File: config.mk
export PLATFORM = sky130hd
export DESIGN_NAME = pipelined_csel_adder_flat
export DESIGN_NICKNAME = d
export VERILOG_FILES = /design/src/rtl/pipelined_csel_adder_if.sv /design/src/rtl/pipelined_csel_adder.sv /design/src/flat_wrapper.sv
export SDC_FILE = /design/constraint.sdc
export NUM_CORES = 1
export LEC_CHECK = 0
export BUFFER_PORTS_ARGS = -buffer_cell sky130_fd_sc_hd__buf_2
export CAP_MARGIN = 20
export CORE_AREA = 2 2 111 113
export CTS_BUF_LIST = sky130_fd_sc_hd__clkbuf_2
export DETAILED_ROUTE_END_ITERATION = 7
export DIE_AREA = 0 0 113 115
export PLACE_DENSITY_LB_ADDON = 0.2
export SETUP_SLACK_MARGIN = 0.3
export SLEW_MARGIN = 10
export SYNTH_ARGS = -nofsm -noshare
export SYNTH_HDL_FRONTEND = slang
export SYNTH_SLANG_ARGS = --single-unit
File: constraint.sdc
create_clock -name clk -period 6.1 [get_ports clk]
set_input_delay 1.22 -clock clk [delete_from_list [all_inputs] [get_ports clk]]
set_output_delay 1.22 -clock clk [all_outputs]
set_load 0.05 [all_outputs]
File: src/rtl/pipelined_csel_adder_if.sv
// Stream bundle for the pipelined carry-select adder: operand beat in, result beat out.
interface pipelined_csel_adder_if #(
  parameter int WIDTH = 16
);
  logic             in_valid;
  logic             in_ready;
  logic [WIDTH-1:0] a;
  logic [WIDTH-1:0] b;
  logic             cin;
  logic             sub;
  logic             out_valid;
  logic             out_ready;
  logic [WIDTH-1:0] sum;
  logic             cout;
  logic             ovf;

  modport master (
    output in_valid, a, b, cin, sub, out_ready,
    input  in_ready, out_valid, sum, cout, ovf
  );

  modport slave (
    input  in_valid, a, b, cin, sub, out_ready,
    output in_ready, out_valid, sum, cout, ovf
  );
endinterface

File: src/rtl/pipelined_csel_adder.sv
// Pipelined carry-select adder/subtractor: GPS carry-select groups resolved per stage,
// one result per cycle, whole-pipe stall on output backpressure.
module pipelined_csel_adder #(
  parameter int WIDTH = 16,
  parameter int GROUP = 4,
  parameter int GPS   = 1
) (
  input logic                  clk,
  input logic                  rst,
  pipelined_csel_adder_if.slave bus
);
  localparam int NG = WIDTH / GROUP;
  localparam int NS = NG / GPS;

  generate
    if (WIDTH % GROUP != 0) begin : g_bad_width
      $error("WIDTH must be a multiple of GROUP");
    end
    if (NG % GPS != 0) begin : g_bad_gps
      $error("WIDTH/GROUP must be a multiple of GPS");
    end
  endgenerate

  // Both carry-in candidates are formed, the incoming carry only drives the final mux.
  function automatic logic [GROUP:0] csel_group(input logic [GROUP-1:0] x,
                                                input logic [GROUP-1:0] y,
                                                input logic             ci);
    logic [GROUP:0] s0;
    logic [GROUP:0] s1;
    s0 = {1'b0, x} + {1'b0, y};
    s1 = {1'b0, x} + {1'b0, y} + {{GROUP{1'b0}}, 1'b1};
    return ci ? s1 : s0;
  endfunction

  logic             vld_q [NS];
  logic             vld_d [NS];
  logic [WIDTH-1:0] sum_q [NS];
  logic [WIDTH-1:0] sum_d [NS];
  logic [WIDTH-1:0] a_q   [NS];
  logic [WIDTH-1:0] a_d   [NS];
  logic [WIDTH-1:0] b_q   [NS];
  logic [WIDTH-1:0] b_d   [NS];
  logic             c_q   [NS];
  logic             c_d   [NS];
  logic             ovf_q;
  logic             ovf_d;

  logic             st_v   [NS];
  logic [WIDTH-1:0] st_a   [NS];
  logic [WIDTH-1:0] st_b   [NS];
  logic [WIDTH-1:0] st_sum [NS];
  logic             st_c   [NS];

  logic             stall;

  assign stall         = vld_q[NS-1] & ~bus.out_ready;
  assign bus.in_ready  = ~stall;
  assign bus.out_valid = vld_q[NS-1];
  assign bus.sum       = sum_q[NS-1];
  assign bus.cout      = c_q[NS-1];
  assign bus.ovf       = ovf_q;

  // Stage inputs: stage 0 takes the accepted beat (B pre-inverted for subtract), others the previous register.
  always_comb begin
    st_v[0]   = bus.in_valid;
    st_a[0]   = bus.a;
    st_b[0]   = bus.sub ? ~bus.b : bus.b;
    st_sum[0] = '0;
    st_c[0]   = bus.sub | bus.cin;
    for (int s = 1; s < NS; s++) begin
      st_v[s]   = vld_q[s-1];
      st_a[s]   = a_q[s-1];
      st_b[s]   = b_q[s-1];
      st_sum[s] = sum_q[s-1];
      st_c[s]   = c_q[s-1];
    end
  end

  always_comb begin
    logic [WIDTH-1:0] acc;
    logic             c;
    logic [GROUP:0]   grp;
    acc = '0;
    c   = 1'b0;
    grp = '0;
    for (int s = 0; s < NS; s++) begin
      acc = st_sum[s];
      c   = st_c[s];
      for (int g = 0; g < GPS; g++) begin
        grp = csel_group(st_a[s][(s*GPS+g)*GROUP +: GROUP],
                         st_b[s][(s*GPS+g)*GROUP +: GROUP], c);
        acc[(s*GPS+g)*GROUP +: GROUP] = grp[GROUP-1:0];
        c = grp[GROUP];
      end
      vld_d[s] = st_v[s];
      sum_d[s] = acc;
      c_d[s]   = c;
      a_d[s]   = (s == NS-1) ? '0 : st_a[s];
      b_d[s]   = (s == NS-1) ? '0 : st_b[s];
    end
    // Carry into the MSB is recovered from the MSB sum bit and its operand bits.
    ovf_d = sum_d[NS-1][WIDTH-1] ^ st_a[NS-1][WIDTH-1] ^ st_b[NS-1][WIDTH-1] ^ c_d[NS-1];
  end

  always_ff @(posedge clk or posedge rst) begin
    if (rst) begin
      for (int s = 0; s < NS; s++) begin
        vld_q[s] <= 1'b0;
        sum_q[s] <= '0;
        a_q[s]   <= '0;
        b_q[s]   <= '0;
        c_q[s]   <= 1'b0;
      end
      ovf_q <= 1'b0;
    end else if (!stall) begin
      for (int s = 0; s < NS; s++) begin
        vld_q[s] <= vld_d[s];
        sum_q[s] <= sum_d[s];
        a_q[s]   <= a_d[s];
        b_q[s]   <= b_d[s];
        c_q[s]   <= c_d[s];
      end
      ovf_q <= ovf_d;
    end
  end
endmodule
File: src/flat_wrapper.sv
// flat-port wrapper written by rule: the top's interface ports become plain ports
module pipelined_csel_adder_flat 
#(
  parameter int WIDTH = 16,
  parameter int GROUP = 4,
  parameter int GPS   = 1
)
  (clk, rst, bus_in_valid, bus_a, bus_b, bus_cin, bus_sub, bus_out_ready, bus_in_ready, bus_out_valid, bus_sum, bus_cout, bus_ovf);
  pipelined_csel_adder_if #(.WIDTH(WIDTH)) bus_i ();
  input logic clk;
  input logic rst;
  input wire logic [$bits(bus_i.in_valid)-1:0] bus_in_valid;
  input wire logic [$bits(bus_i.a)-1:0] bus_a;
  input wire logic [$bits(bus_i.b)-1:0] bus_b;
  input wire logic [$bits(bus_i.cin)-1:0] bus_cin;
  input wire logic [$bits(bus_i.sub)-1:0] bus_sub;
  input wire logic [$bits(bus_i.out_ready)-1:0] bus_out_ready;
  output wire logic [$bits(bus_i.in_ready)-1:0] bus_in_ready;
  output wire logic [$bits(bus_i.out_valid)-1:0] bus_out_valid;
  output wire logic [$bits(bus_i.sum)-1:0] bus_sum;
  output wire logic [$bits(bus_i.cout)-1:0] bus_cout;
  output wire logic [$bits(bus_i.ovf)-1:0] bus_ovf;
  assign bus_i.in_valid = bus_in_valid;
  assign bus_i.a = bus_a;
  assign bus_i.b = bus_b;
  assign bus_i.cin = bus_cin;
  assign bus_i.sub = bus_sub;
  assign bus_i.out_ready = bus_out_ready;
  assign bus_in_ready = bus_i.in_ready;
  assign bus_out_valid = bus_i.out_valid;
  assign bus_sum = bus_i.sum;
  assign bus_cout = bus_i.cout;
  assign bus_ovf = bus_i.ovf;
  pipelined_csel_adder #(.WIDTH(WIDTH), .GROUP(GROUP), .GPS(GPS)) u_core (.clk(clk), .rst(rst), .bus(bus_i));
endmodule
== Word level (Yosys, flattened, before mapping) ==
Cells that the tools add are included.
Storage, ports and cells
  input bits: 38
  register bits after elaboration: 145
  logic and storage cells: 40
  output and inout bits: 20
Operators by class
  muxes and demuxes: 5
  add/sub/neg operators: 8
  bitwise operators: 8
Operator list (count)
  adder 4 x 4 -> 5 bit: 4
  adder 5 x 1 -> 5 bit, second input constant: 4
  two-way mux 5 bit: 4
  two-way mux 16 bit: 1
  inverter 16 bit: 1
  XOR 1 bit: 3
  inverter 1 bit: 2
  AND 1 bit: 1
  bitwise OR 1 bit: 1

== Depth between registers and ports, before layout ==
Gate-level depths: netlist of the first run.
  depth after elaboration: 6
  mapped depth: 11
  mapped depth without buffers: 11

== Worst setup path after synthesis of the first run ==
No wires, ideal clock.
  kind: input port to output port
  start: input bus_out_ready
  end: output bus_in_ready
  setup slack: 2448 ps
  required time: 4880 ps
  cell stages on the path: 5
  data arrival time: 2432 ps
  cell sequence: nor2b_1 clkbuf_1 inv_2 clkbuf_1 clkbuf_1
Between the ends
  longest elaborated chain between the ends: 3
Ends and longest elaborated chain
  from (decl): RTL line flat_wrapper.sv:17  | input wire logic [$bits(bus_i.out_ready)-1:0] bus_out_ready;
  inverter 1 bit: RTL line pipelined_csel_adder.sv:56  | assign stall = vld_q[NS-1] & ~bus.out_ready;
  AND 1 bit: RTL line pipelined_csel_adder.sv:56
  inverter 1 bit: RTL line pipelined_csel_adder.sv:57  | assign bus.in_ready = ~stall;
  to (decl): RTL line flat_wrapper.sv:18  | output wire logic [$bits(bus_i.in_ready)-1:0] bus_in_ready;
No other way between the ends.

== Worst setup path in the final report of the first run ==
Ends and elaborated chain as after synthesis.

==> impl_metrics.yaml, run 1 <==
outcome:
  status: "finished with violations"
  failed_checks: "design-rule violations"
synth:
  yosysMostFrequentCell: "nand2_1"
  syn_nets: 573
  avgSynthCellArea_sq_um: 9.020
  yosysSeqAreaShare_pct: 52.66
  synth_top_cell_area_share_pct: 52.66
  synth_edf_count: 0
  synth.distinct_cells: 31
  yosys-top-cells-count: "nand2_1, dfrtp_1, xnor2_1, o21ai_0, a21oi_1"
  yosys_register_bits: 97
  yosys_most_used_dff: "dfrtp_1"
  syn_inst: 511
  synth_area_sq_mm: 0.004609
  synthTopCellsByArea: "dfrtp_1, nand2_1, xnor2_1"
  synth_warnings: 0
  synth_top_area_cell: "dfrtp_1"
  async_reset_ff_share_pct: 100.0
sta:
  rsz0062_at_grt: "no"
  relSlewSlack_pct: 36.52
  hold_viol_final: 0
  drv_slew: 0
  finalClockSkew_ns: 0.01919
  fmax_mhz: 343.3
  setup_viol: 0
  fin_ws_ns: 3.187
  fin_crit_ns: 2.913
  fin_crit_sh_pct: 47.76
  setup-tns-final_ns: 0
  hold_slack_ns: 0.4977
  tightest_slew_ns: 0.9522
global_routing:
  grt.total_usage_pct: 14.18
  antenna_found_initial: 0
  grt_pass1_wl_um: 14860
  grt_pass1_vias: 3332
  grt_max_degree: 100
  gr-total-overflow: 0
power:
  power.switching_uw: 1224
  power_frac_clock_pct: 10.7
  pwr-share-seq_pct: 39.5
  ir_drop_uv: 272.8
  p_comb_share_pct: 49.9
  power_density_mw_per_mm2: 541.2
  leakage_uw: 0.002636
  power_uw: 2770
  switching_share_pct: 44.18
  p_int_uw: 1546
die:
  die_area_sq_mm: 0.01300
  io_pins: 58
  design.core.area_sq_mm: 0.01181
  start_util_pct: 39.03
  num_rows: 40
  dieHeight_um: 115
  dieWidth_um: 113
setup_path:
  critPathRequiredTime_ns: 4.88
  cp_common_cell: "buf_2"
  start_kind: "input pin"
  crit_type: "input pin to output port"
  cp-end-kind: "output port"
  crit_fanout: 2
  worstPathArrival_ns: 1.69
  cpPeakStageDelay_ns: 0.21
  crit_buf_inv: 3
  cpLargestDelayFamily: "buffers and inverters"
  crit_chain: "buf_2 -> nor2b_4 -> inv_2 -> buf_2"
  cp_slowest_cell: "buf_2"
layout:
  drive_gt1_share_pct: 14.26
  syn2layout_area_growth_pct: 11.05
  n_antenna_cell: 0
  fillers: 1230
  layout.nets: 618
drt:
  route.vias.total: 3265
  detail_route.iter0.violations: 149
  ant_nets: 0
  vias_per_cell: 4.612
  post_drt_wl_per_cell_um: 11.84
  finalWirelength_um: 8381
  first_pass_iters: 6
  drc_errors: 2
cts:
  clockRootBuffer: "clkbuf_2"
  clkTransAtPathRegs_ns: 0.23
  cts_buffers: 9
  cts_resized: 0
  clk_path_buf_depth: 2
  postCtsSetupBuffers: 0
  ctsHtreeMaxLevel: 3
  cts-hold-fix-buffers: 0
  cts_tree: "built"
  clock_sinks: 97
  clock_latency_ns: 0.54
place:
  gp_congestion: 0.7752
  pre_cts_ws_ns: 2.716
  post-dp-hpwl_um: 5594
  port_buffers: 57
worst_hold_path:
  holdCritPathClass: "register to register"
run:
  maxCapViolCount: 0
==> per-layer routing <==
| metal | part of all wire (%) | vias to the layer above | wire length [um] | global-route usage [%] |
|---|---|---|---|---|
| li1 | - | 1694 | - | - |
| met1 | 47 | 1518 | 3957 | 17.51 |
| met2 | 48 | 43 | 4049 | 24.55 |
| met3 | 2.5 | 10 | 210 | 2.214 |
| met4 | 2.0 | 0 | 164 | 6.667 |
| met5 | 0 | - | 0 | 0 |
==> cell families (layout without fill, tap and decap cells) <==
| group | count (synthesis) | count (layout) | synth area share [%] |
|---|---|---|---|
| AOI/OAI and AO/OA | 61 | 61 | 7.302 |
| xor gates and xnor gates | 42 | 42 | 8.605 |
| adders and majority gates | 24 | 24 | 7.166 |
| buffers and inverters | 48 | 98 | 3.936 |
| DFF | 97 | 97 | 52.66 |
| and+or+nand+nor | 239 | 239 | 20.33 |
==> cells in the final DEF (no fill, tap or decap), types with 2 or more instances in the layout <==
master,instances
a21o_1,7
a21oi_1,22
buf_2,57
buf_4,3
clkbuf_2,9
clkinv_1,3
clkinvlp_4,2
dfrtp_1,97
fa_1,4
ha_1,20
inv_1,20
nand2_1,206
nand4_1,5
nor2_1,20
o21a_1,2
o21ai_0,25
o21ai_1,2
xnor2_1,29
xor2_1,10
==> worst register-to-register path, cell delays in order, from the launching register on <==
cell and delay [ns]:
dfrtp_1 0.44, ha_1 0.21, inv_1 0.07, fa_1 0.46, inv_1 0.09, ha_1 0.15
nand2_1 0.10, or4_1 0.44, a2bb2oi_1 0.16, nand3_2 0.11, xnor2_1 0.12, o21ai_1 0.08
==> registers in the layout, indices dropped and copies added, names as in the netlist <==
| signal | cells |
|---|---|
| u_core.st_v | 3 |
| u_core.bus.ovf | 1 |
| u_core.bus.sum | 16 |
| u_core.a_q | 4 |
| u_core.b_d | 20 |
| u_core.b_q | 4 |
| u_core.st_sum | 24 |
| u_core.a_d | 20 |
| u_core.bus.out_valid | 1 |
| u_core.c_q | 3 |
| u_core.bus.cout | 1 |
==> final timing paths <==
kind                                            start                    endpoint  slack [ns]  cells after the start
setup reg to reg           u_core.b_q[28]$_DFFE_PP0N_  u_core.bus.ovf$_DFFE_PP0N_        3.55                     11
hold / removal             u_core.b_d[29]$_DFFE_PP0N_  u_core.b_d[29]$_DFFE_PP0N_        0.50                      2
hold reg to reg            u_core.b_d[29]$_DFFE_PP0N_  u_core.b_d[29]$_DFFE_PP0N_        0.50                      2
min in group asynchronous                         rst  u_core.a_d[28]$_DFFE_PP0N_        0.65                      2
max in group asynchronous                         rst  u_core.st_v[1]$_DFFE_PP0N_        4.34                      3
setup / recovery                        bus_out_ready                bus_in_ready        3.19                      4
==> cell type report <==
class                   count  area [sq um]  share of cell area (%)
repair buffers             60         307.8                   6.013
inverters                  22         85.08                   1.662
clock inverters             7         61.31                   1.198
flip-flops and latches     97          2427                   47.42
clock buffers               9         45.04                  0.8800
multi-input cells         366          2008                   39.23
well taps                 147         183.9                   3.593
==> per-stage QoR <==
step | area [sq um] | util, % | instances
after floorplan | 4609 | - | 511
after global routing | 5119 | 43.34 | 708
after global placement | 5012 | 42.44 | 692
after detailed placement | 5012 | 42.44 | 692
after CTS | 5119 | 43.34 | 708
final | 5119 | 43.34 | 708
==> power groups by stage <==
stage,clock (uW),combinational [uW],sequential (uW)
final,296,1380,1090
after CTS,311,1410,1100
after global routing,336,1570,1140
after global placement,0,1370,1100
after detailed placement,0,1410,1120
after floorplan,0,939,1290
Power figures use the tool's default switching activity.
==> run 2, diff against run 1 <==
- ABC_AREA: unset -> 1
- CORE_AREA: 2 2 111 113 -> 2 2 113 115
- DIE_AREA: 0 0 113 115 -> 0 0 115 117
- clock period: 6.1 -> 2.8 ns (I/O delays scaled with it)
==> impl_metrics.yaml, run 2 <==
sta:
  finalClockSkew_ns: 0.03239
  fin_crit_sh_pct: 78.18
  rsz0062_at_grt: "no"
  tightest_slew_ns: 0.8112
  fmax_mhz: 456.8
  setup-tns-final_ns: 0
  drv_slew: 0
  fin_crit_ns: 2.189
  hold_slack_ns: 0.1096
  hold_viol_final: 0
  relSlewSlack_pct: 45.81
  setup_viol: 0
die:
  design.core.area_sq_mm: 0.01231
  die_area_sq_mm: 0.01346
  dieWidth_um: 115
  dieHeight_um: 117
  io_pins: 58
  start_util_pct: 38.76
  num_rows: 41
synth:
  synth_top_cell_area_share_pct: 50.87
  yosysMostFrequentCell: "nand2_1"
  yosysSeqAreaShare_pct: 50.87
  yosys_register_bits: 97
  synth_warnings: 0
  async_reset_ff_share_pct: 100.0
  synth.distinct_cells: 31
  synth_top_area_cell: "dfrtp_1"
  syn_inst: 568
  yosys_most_used_dff: "dfrtp_1"
  syn_nets: 630
  synth_area_sq_mm: 0.004772
  avgSynthCellArea_sq_um: 8.402
  synthTopCellsByArea: "dfrtp_1, nand2_1, ha_1"
  synth_edf_count: 0
  yosys-top-cells-count: "nand2_1, dfrtp_1, inv_1, o21ai_0, nand3_1"
global_routing:
  grt_pass1_wl_um: 15910
  grt.total_usage_pct: 14.82
  gr-total-overflow: 0
  grt_use_met3_pct: 3.296
  antenna_found_initial: 1
  grt_pass1_vias: 3563
  grt.busiest_layer: "met2"
  met1_usage_pct: 19.03
  grt_util_met2_pct: 24.47
  grt_max_degree: 88
place:
  gp_congestion: 0.7929
  post-dp-hpwl_um: 6084
  port_buffers: 57
run:
  maxCapViolCount: 0
setup_path:
  crit_chain: "ha_1 -> inv_1 -> fa_1 -> inv_1 -> ha_1 -> nand2_1 -> nor2_4 -> nand3_1 -> nand2_1 -> nand2_1 -> nor2_2 -> nand2_1 -> nand3_1"
  crit_fanout: 3
  cp-end-kind: "register"
  crit_type: "register to register"
  critPathRequiredTime_ns: 3.32
  cpPeakStageDelay_ns: 0.45
  worstPathArrival_ns: 2.71
  cp_slowest_cell: "dfrtp_1"
  crit_buf_inv: 2
  start_kind: "register"
  cpLargestDelayFamily: "adder cells"
  cp_common_cell: "nand2_1"
layout:
  largest_reg_flops: 24
  syn2layout_area_growth_pct: 12.32
  layout.nets: 682
  drive_gt1_share_pct: 14.08
  layout_commonest_cell: "nand2_1"
  final_cell_mix: "nand2_1, dfrtp_1, buf_2, inv_1, o21ai_0"
power:
  power_density_mw_per_mm2: 1136
  ir_drop_uv: 315.8
  leakage_uw: 0.002795
worst_hold_path:
  holdCritPathClass: "input pin to asynchronous set/reset pin"
cts:
  clkTransAtPathRegs_ns: 0.26
  cts_resized: 0
  postCtsSetupBuffers: 0
  clock_sinks: 97
  ctsHtreeMaxLevel: 3
  cts-hold-fix-buffers: 0
  cts_tree: "built"
  clock_latency_ns: 0.56
  clockRootBuffer: "clkbuf_2"
  cts_buffers: 9
  clk_path_buf_depth: 2
drt:
  detail_route.iter0.violations: 175
  finalWirelength_um: 8969
  first_pass_iters: 4
  drc_errors: 0
  post_drt_wl_per_cell_um: 11.56
  ant_nets: 0
  vias_per_cell: 4.662
  route.vias.total: 3618
outcome:
  status: "finished, final reports clean"
[run 2: where the power goes]
group          total [uW]  internal (uW)  leakage [uW]  switching, uW
registers            2340           2020       0.00117            326
clock network         746            292     0.0000732            453
logic                3000            987       0.00155           2010
[run 2: worst reg2reg max path: cells and delay by family (launching register included)]
kind / cells / cell delay [ns]
adder cells (fa/ha/maj): 3 / 0.81
AND/OR/NAND/NOR: 8 / 0.70
flip-flops: 1 / 0.45
buffers and inverters: 2 / 0.18
[run 2: area by class of cell]
type	count	area (sq um)
Clock buffer	10	50.05
Multi-Input combinational cell	396	2039
Sequential cell	97	2427
Timing Repair Buffer	63	367.9
Antenna cell	1	2.502
Tap cell	150	187.7
Inverter	53	202.7
Fill cell	1277	6952
Clock inverter	6	82.58
[run 2: cells by family (layout without fill, tap and decap cells)]
| group | after synthesis | in the layout | synth area share, % |
|---|---|---|---|
| AO/OA/AOI/OAI | 65 | 65 | 7.210 |
| flip-flops | 97 | 97 | 50.87 |
| buffers and inverters | 75 | 132 | 6.397 |
| XOR/XNOR | 19 | 19 | 3.487 |
| AND/OR/NAND/NOR | 288 | 288 | 25.12 |
| other | 0 | 1 | 0 |
| adder cells (fa/ha/maj) | 24 | 24 | 6.922 |
[run 2: through the flow]
step           setup WS [ns]  cells  utilization [%]  instance area (sq um)  power, uW
6_report              0.6110    776            43.54                   5360       6088
5_1_grt               0.4225    776            43.54                   5360       6715
4_1_cts               0.5929    775            43.52                   5358       6161
3_5_place_dp          0.2873    759            42.44                   5225       5390
3_3_place_gp          0.3728    759            42.44                   5225       5300
2_1_floorplan         0.3382    568                -                   4776       4720
[run 2: path summary, 6_finish.rpt]
| check | to | slack (ns) | start | cells after the start |
|---|---|---|---|---|
| min reg2reg | u_core.bus.out_valid$_DFFE_PP0N_ | 0.48 | u_core.st_v[0]$_DFFE_PP0N_ | 2 |
| min | u_core.bus.sum[8]$_DFFE_PP0N_ | 0.11 | rst | 2 |
| max in group asynchronous | u_core.bus.sum[3]$_DFFE_PP0N_ | 1.97 | rst | 3 |
| max reg2reg | u_core.bus.ovf$_DFFE_PP0N_ | 0.61 | u_core.b_q[28]$_DFFE_PP0N_ | 13 |
| max | u_core.bus.ovf$_DFFE_PP0N_ | 0.61 | u_core.b_q[28]$_DFFE_PP0N_ | 13 |
| min in group clk | u_core.a_d[44]$_DFFE_PP0N_ | 0.17 | bus_a[12] | 3 |
[run 2: routing by layer]
| metal | wire [um] | part of all wire (%) | vias up |
|---|---|---|---|
| met4 | 119 | 1.3 | 0 |
| li1 | - | - | 1892 |
| met3 | 323 | 3.6 | 11 |
| met2 | 3966 | 44 | 61 |
| met5 | 0 | 0 | - |
| met1 | 4559 | 51 | 1654 |
